File: config.mk
export PLATFORM = sky130hd
export DESIGN_NAME = sram_bus_bridge
export DESIGN_NICKNAME = d
export VERILOG_FILES = /design/src/rtl/sram_bus_bridge.sv
export SDC_FILE = /design/constraint.sdc
export NUM_CORES = 1
export LEC_CHECK = 0
export ABC_AREA = 1
export ABC_CLOCK_PERIOD_IN_PS = 2640
export CELL_PAD_IN_SITES_DETAIL_PLACEMENT = 0
export CELL_PAD_IN_SITES_GLOBAL_PLACEMENT = 2
export CORE_MARGIN = 1
export CORE_UTILIZATION = 25
export DETAILED_ROUTE_END_ITERATION = 8
export GPL_TIMING_DRIVEN = 0
export PLACE_DENSITY = 0.95
export SLEW_MARGIN = 20
export SYNTH_ARGS = -nofsm -noshare
export SYNTH_HDL_FRONTEND = slang
export SYNTH_SLANG_ARGS = --single-unit
export TNS_END_PERCENT = 10
File: constraint.sdc
create_clock -name clk -period 2.64 [get_ports clk]
set_clock_uncertainty 0.2 [all_clocks]
set_input_delay 0.528 -clock clk [delete_from_list [all_inputs] [get_ports clk]]
set_output_delay 0.528 -clock clk [all_outputs]
set_load 0.02 [all_outputs]
File: src/rtl/sram_bus_bridge.sv
// sram_bus_bridge: arbitrates CPU inst/data SRAM-style requests onto a single
// split address/data bus with one transaction outstanding. Data has fixed
// priority over inst. Done pulses are registered (one cycle after bus_data_ok).
// Optional feature macro: SRAM_BRIDGE_KSEG_MAP_EN -- maps kseg0/kseg1 virtual
// addresses (addr[31:30] == 2'b10) to physical by clearing addr[31:29].
module sram_bus_bridge #(
  parameter int AW = 32,
  parameter int DW = 32
) (
  input  logic            clk,
  input  logic            resetn,
  input  logic            inst_req,
  input  logic [AW-1:0]   inst_addr,
  output logic [DW-1:0]   inst_rdata,
  output logic            inst_done,
  input  logic            data_req,
  input  logic [DW/8-1:0] data_wen,
  input  logic [AW-1:0]   data_addr,
  input  logic [DW-1:0]   data_wdata,
  output logic [DW-1:0]   data_rdata,
  output logic            data_done,
  output logic            bus_req,
  output logic            bus_wr,
  output logic [DW/8-1:0] bus_wstrb,
  output logic [AW-1:0]   bus_addr,
  output logic [DW-1:0]   bus_wdata,
  input  logic            bus_addr_ok,
  input  logic            bus_data_ok,
  input  logic [DW-1:0]   bus_rdata
);
  localparam int SW = DW / 8;

  typedef enum logic [2:0] {IDLE, D_ADDR, D_WAIT, I_ADDR, I_WAIT} state_t;

  state_t          state, state_nxt;
  logic [AW-1:0]   addr_q;
  logic [SW-1:0]   wstrb_q;
  logic [DW-1:0]   wdata_q;
  logic            done_any;

  // The CPU still holds its request during the done cycle; blocking arbitration
  // then keeps a completed request from being served twice.
  assign done_any = inst_done | data_done;

  // State register
  always_ff @(posedge clk or negedge resetn) begin
    if (!resetn) state <= IDLE;
    else         state <= state_nxt;
  end

  // Next-state: data wins ties; address and data phases never overlap
  always_comb begin
    state_nxt = state;
    case (state)
      IDLE: begin
        if (!done_any) begin
          if (data_req)      state_nxt = D_ADDR;
          else if (inst_req) state_nxt = I_ADDR;
        end
      end
      D_ADDR:  if (bus_addr_ok) state_nxt = D_WAIT;
      D_WAIT:  if (bus_data_ok) state_nxt = IDLE;
      I_ADDR:  if (bus_addr_ok) state_nxt = I_WAIT;
      I_WAIT:  if (bus_data_ok) state_nxt = IDLE;
      default: state_nxt = IDLE;
    endcase
  end

  // Latch the winning channel's request on leaving IDLE; inst never writes
  always_ff @(posedge clk or negedge resetn) begin
    if (!resetn) begin
      addr_q  <= '0;
      wstrb_q <= '0;
      wdata_q <= '0;
    end else if (state == IDLE && state_nxt == D_ADDR) begin
      addr_q  <= data_addr;
      wstrb_q <= data_wen;
      wdata_q <= data_wdata;
    end else if (state == IDLE && state_nxt == I_ADDR) begin
      addr_q  <= inst_addr;
      wstrb_q <= '0;
      wdata_q <= '0;
    end
  end

  // Completion: one-cycle done pulse, read data captured only for reads
  always_ff @(posedge clk or negedge resetn) begin
    if (!resetn) begin
      inst_done  <= 1'b0;
      data_done  <= 1'b0;
      inst_rdata <= '0;
      data_rdata <= '0;
    end else begin
      inst_done <= (state == I_WAIT) && bus_data_ok;
      data_done <= (state == D_WAIT) && bus_data_ok;
      if (state == I_WAIT && bus_data_ok)
        inst_rdata <= bus_rdata;
      if (state == D_WAIT && bus_data_ok && wstrb_q == '0)
        data_rdata <= bus_rdata;
    end
  end

  assign bus_req   = (state == D_ADDR) || (state == I_ADDR);
  assign bus_wr    = |wstrb_q;
  assign bus_wstrb = wstrb_q;
  assign bus_wdata = wdata_q;

`ifdef SRAM_BRIDGE_KSEG_MAP_EN
  // kseg0/kseg1 fold onto the low 512 MB of physical space
  assign bus_addr = (addr_q[AW-1:AW-2] == 2'b10) ? {3'b000, addr_q[AW-4:0]} : addr_q;
`else
  assign bus_addr = addr_q;
`endif

endmodule

==> flow_summary.yaml <==
clocking:
  cts_resized: 0
  ctsHoldBuffers: 1
  clk_latency_ps: 410
  postCtsSetupRepairBufs: 0
  clock_sinks: 137
  cts_tree: "built"
  clk_path_buf_depth: 2
  h-tree-depth: 4
  numCtsBuffers: 17
  root_buffer: "clkbuf_16"
  cts.clk_slew.worst_paths_ps: 60
die:
  fp.dieW_um: 158
  ios: 274
  die_h_um: 158
  coreArea_um2: 23700
  start_util_pct: 25.7
  die-area_um2: 25000
  core.rowCount: 56
routing:
  wl_mm: 18.8
  drc_errors: 0
  routed_via_density: 4.06
  drtIter0Drc: 226
  drtPass1Iterations: 4
  ant_nets: 0
  vias: 5373
  wire_per_inst_um: 14.2
timing:
  slew_violations: 0
  final.period_utilization_pct: 94.6
  whs_ps: 268
  timing.fmax_ghz: 0.401
  hold_viol: 0
  rsz0062_at_grt: "no"
  fin_crit_ps: 2500
  relSlewSlack_pct: 55.9
  setup_viol: 0
  worst_slew_pin_slew_ps: 661
  worst_slack_ps: 144
critical_path:
  cp_slowest_cell: "clkdlybuf4s50_1"
  end_kind: "output pin"
  worst_path_largest_cell_delay_ps: 680
  required_ps: 1910
  path_class: "flip-flop to output pin"
  cp_cell_sequence: "nor2_2 > clkdlybuf4s50_1"
  path_buf_inv: 1
  cp.arrival_ps: 1770
  cp_max_fo: 6
  critical-path-top-delay-family: "buffers and inverters"
  start_kind: "flip-flop"
synth:
  synthArstFlopShare_pct: 100
  synth-edff-count: 0
  synth_simple_gate_area_share_pct: 22.9
  synthAdderAreaFrac_pct: 0
  synthesis.area_um2: 6080
  synth_top_cell_area_share_pct: 56.4
  synth_compound_area_share_pct: 3.76
  ys.flop_type: "dfrtp_1"
  syn_inst: 696
  ys_ff_latch: 137
  synth_xor_area_share_pct: 0
  synth_top_family_by_area: "simple AND/OR/NAND/NOR gates"
  avgSynthCellArea_um2: 8.74
  yosysTopAreaCell: "dfrtp_1"
  synth_mux_area_share_pct: 5.92
  synth.net_count: 834
  synthDistinctLibCells: 24
  yosys_warnings: 0
  synth_area_leaders: "dfrtp_1 (56%), nand2_1 (16%), inv_1 (7.3%)"
  ys_seq_area_share_pct: 56.4
final_layout:
  final_common_cell: "clkdlybuf4s50_1"
  multi_input_area_um2: 1980
  regArea_um2: 3430
  mostFrequentLayoutCells: "clkdlybuf4s50_1 (272), nand2_1 (261), dfrtp_1 (137)"
  n_antenna_cell: 0
  finalNonFillerCells: 1322
  nets: 1128
  drive_gt1_share_pct: 11.7
  nFillCells: 2451
  area_growth_pct: 61.3
outcome:
  status: "completed"
global_routing:
  gr-total-overflow: 0
  antenna_found_initial: 0
  first_global_vias: 5394
  grt_pass1_wl_mm: 29.1
  grtUsageTotal_pct: 15.4
  grt_max_degree: 72
placed_design:
  gp_congestion: 0.755
  place_ws_ps: 78.5
  placedCellCount: 1289
  dpl.hpwl_mm: 14.0
  numPortBuffers: 273
power_and_ir_drop:
  ir_drop_mv: 0.512
  p_leak_nw: 4.92
  power_density_nw_per_um2: 1230
  power_w: 0.0121
worst_hold_path:
  hold_path.class: "flip-flop to flip-flop"
job:
  maxCapViolations: 0
-- registers in the layout (all words and copies together) (netlist names) --
name,count
data_done,1
inst_rdata,32
bus_addr,32
bus_wstrb,4
bus_wdata,32
data_rdata,32
inst_done,1
state,3
-- layer usage --
layer  up-vias  share of wire (%)  wire (um)  global-route usage [%]
met1      2465                 43       8130                    18.5
met5         -                  0          0                       0
met3        18                9.1       1720                    5.94
met2       202                 46       8700                    25.5
li1       2688                  -          -                       -
met4         0                1.4        262                    4.40
-- Yosys cell counts (2+ instances only) --
cell      number
nand3_2        3
nor2_1         2
nor2_4         3
buf_6          8
buf_4          3
o22ai_2        4
clkbuf_1       7
mux2_1         5
nand3_1       45
o21ai_0       10
inv_1        118
or2_2         12
nand2_1      261
mux2_2        27
inv_2          6
o21ai_1       23
nor2_2         3
dfrtp_1      137
buf_2         14
-- worst min-delay path: cells and delay by family (launching register included) --
family	cells	cell delay, ps
flip-flops	1	340
AND/OR/NAND/NOR	2	90
-- kinds of logic after synthesis --
logic type / Yosys count
buf+inv: 156
compound gates: 39
mux: 32
simple gates: 332
flops: 137
-- layout make-up --
class                   count  share of cell area [%]
clock buffers              19                    4.51
multi-input cells         403                    20.2
well taps                 319                    4.07
inverters                 124                    4.74
clock inverters            13                    1.14
plain buffers              32                    2.13
repair buffers            275                    28.3
flip-flops and latches    137                    34.9
-- per-stage QoR --
step | TNS, ps | utilization, % | instance area [um^2]
4_1_cts | 0 | 41.4 | 9810
6_report | 0 | 41.4 | 9810
3_3_place_gp | -691210 | 38.9 | 9210
2_1_floorplan | 0 | - | 6080
5_1_grt | 0 | 41.4 | 9810
3_5_place_dp | 0 | 39.0 | 9250
-- path summary, 6_finish.rpt --
| check | startpoint | to | slack (ps) | cells after the start |
|---|---|---|---|---|
| min in group asynchronous | resetn | inst_rdata[4] | 440 | 2 |
| max in group asynchronous | resetn | bus_addr[7] | 1040 | 3 |
| worst max register to register | state[1] | bus_addr[22] | 650 | 9 |
| worst max-delay path | state[2] | bus_req | 140 | 2 |
| worst min-delay path | inst_rdata[14] | inst_rdata[14] | 270 | 2 |
| worst min register to register | inst_rdata[14] | inst_rdata[14] | 270 | 2 |
-- report_power, final --
group	switching [W]	internal, W	total [W]
Combinational	0.00338	0.00282	0.00620
Clock	0.00104	0.00125	0.00229
Sequential	0.000515	0.00306	0.00358
No activity file was read; power rests on OpenSTA's default activity.
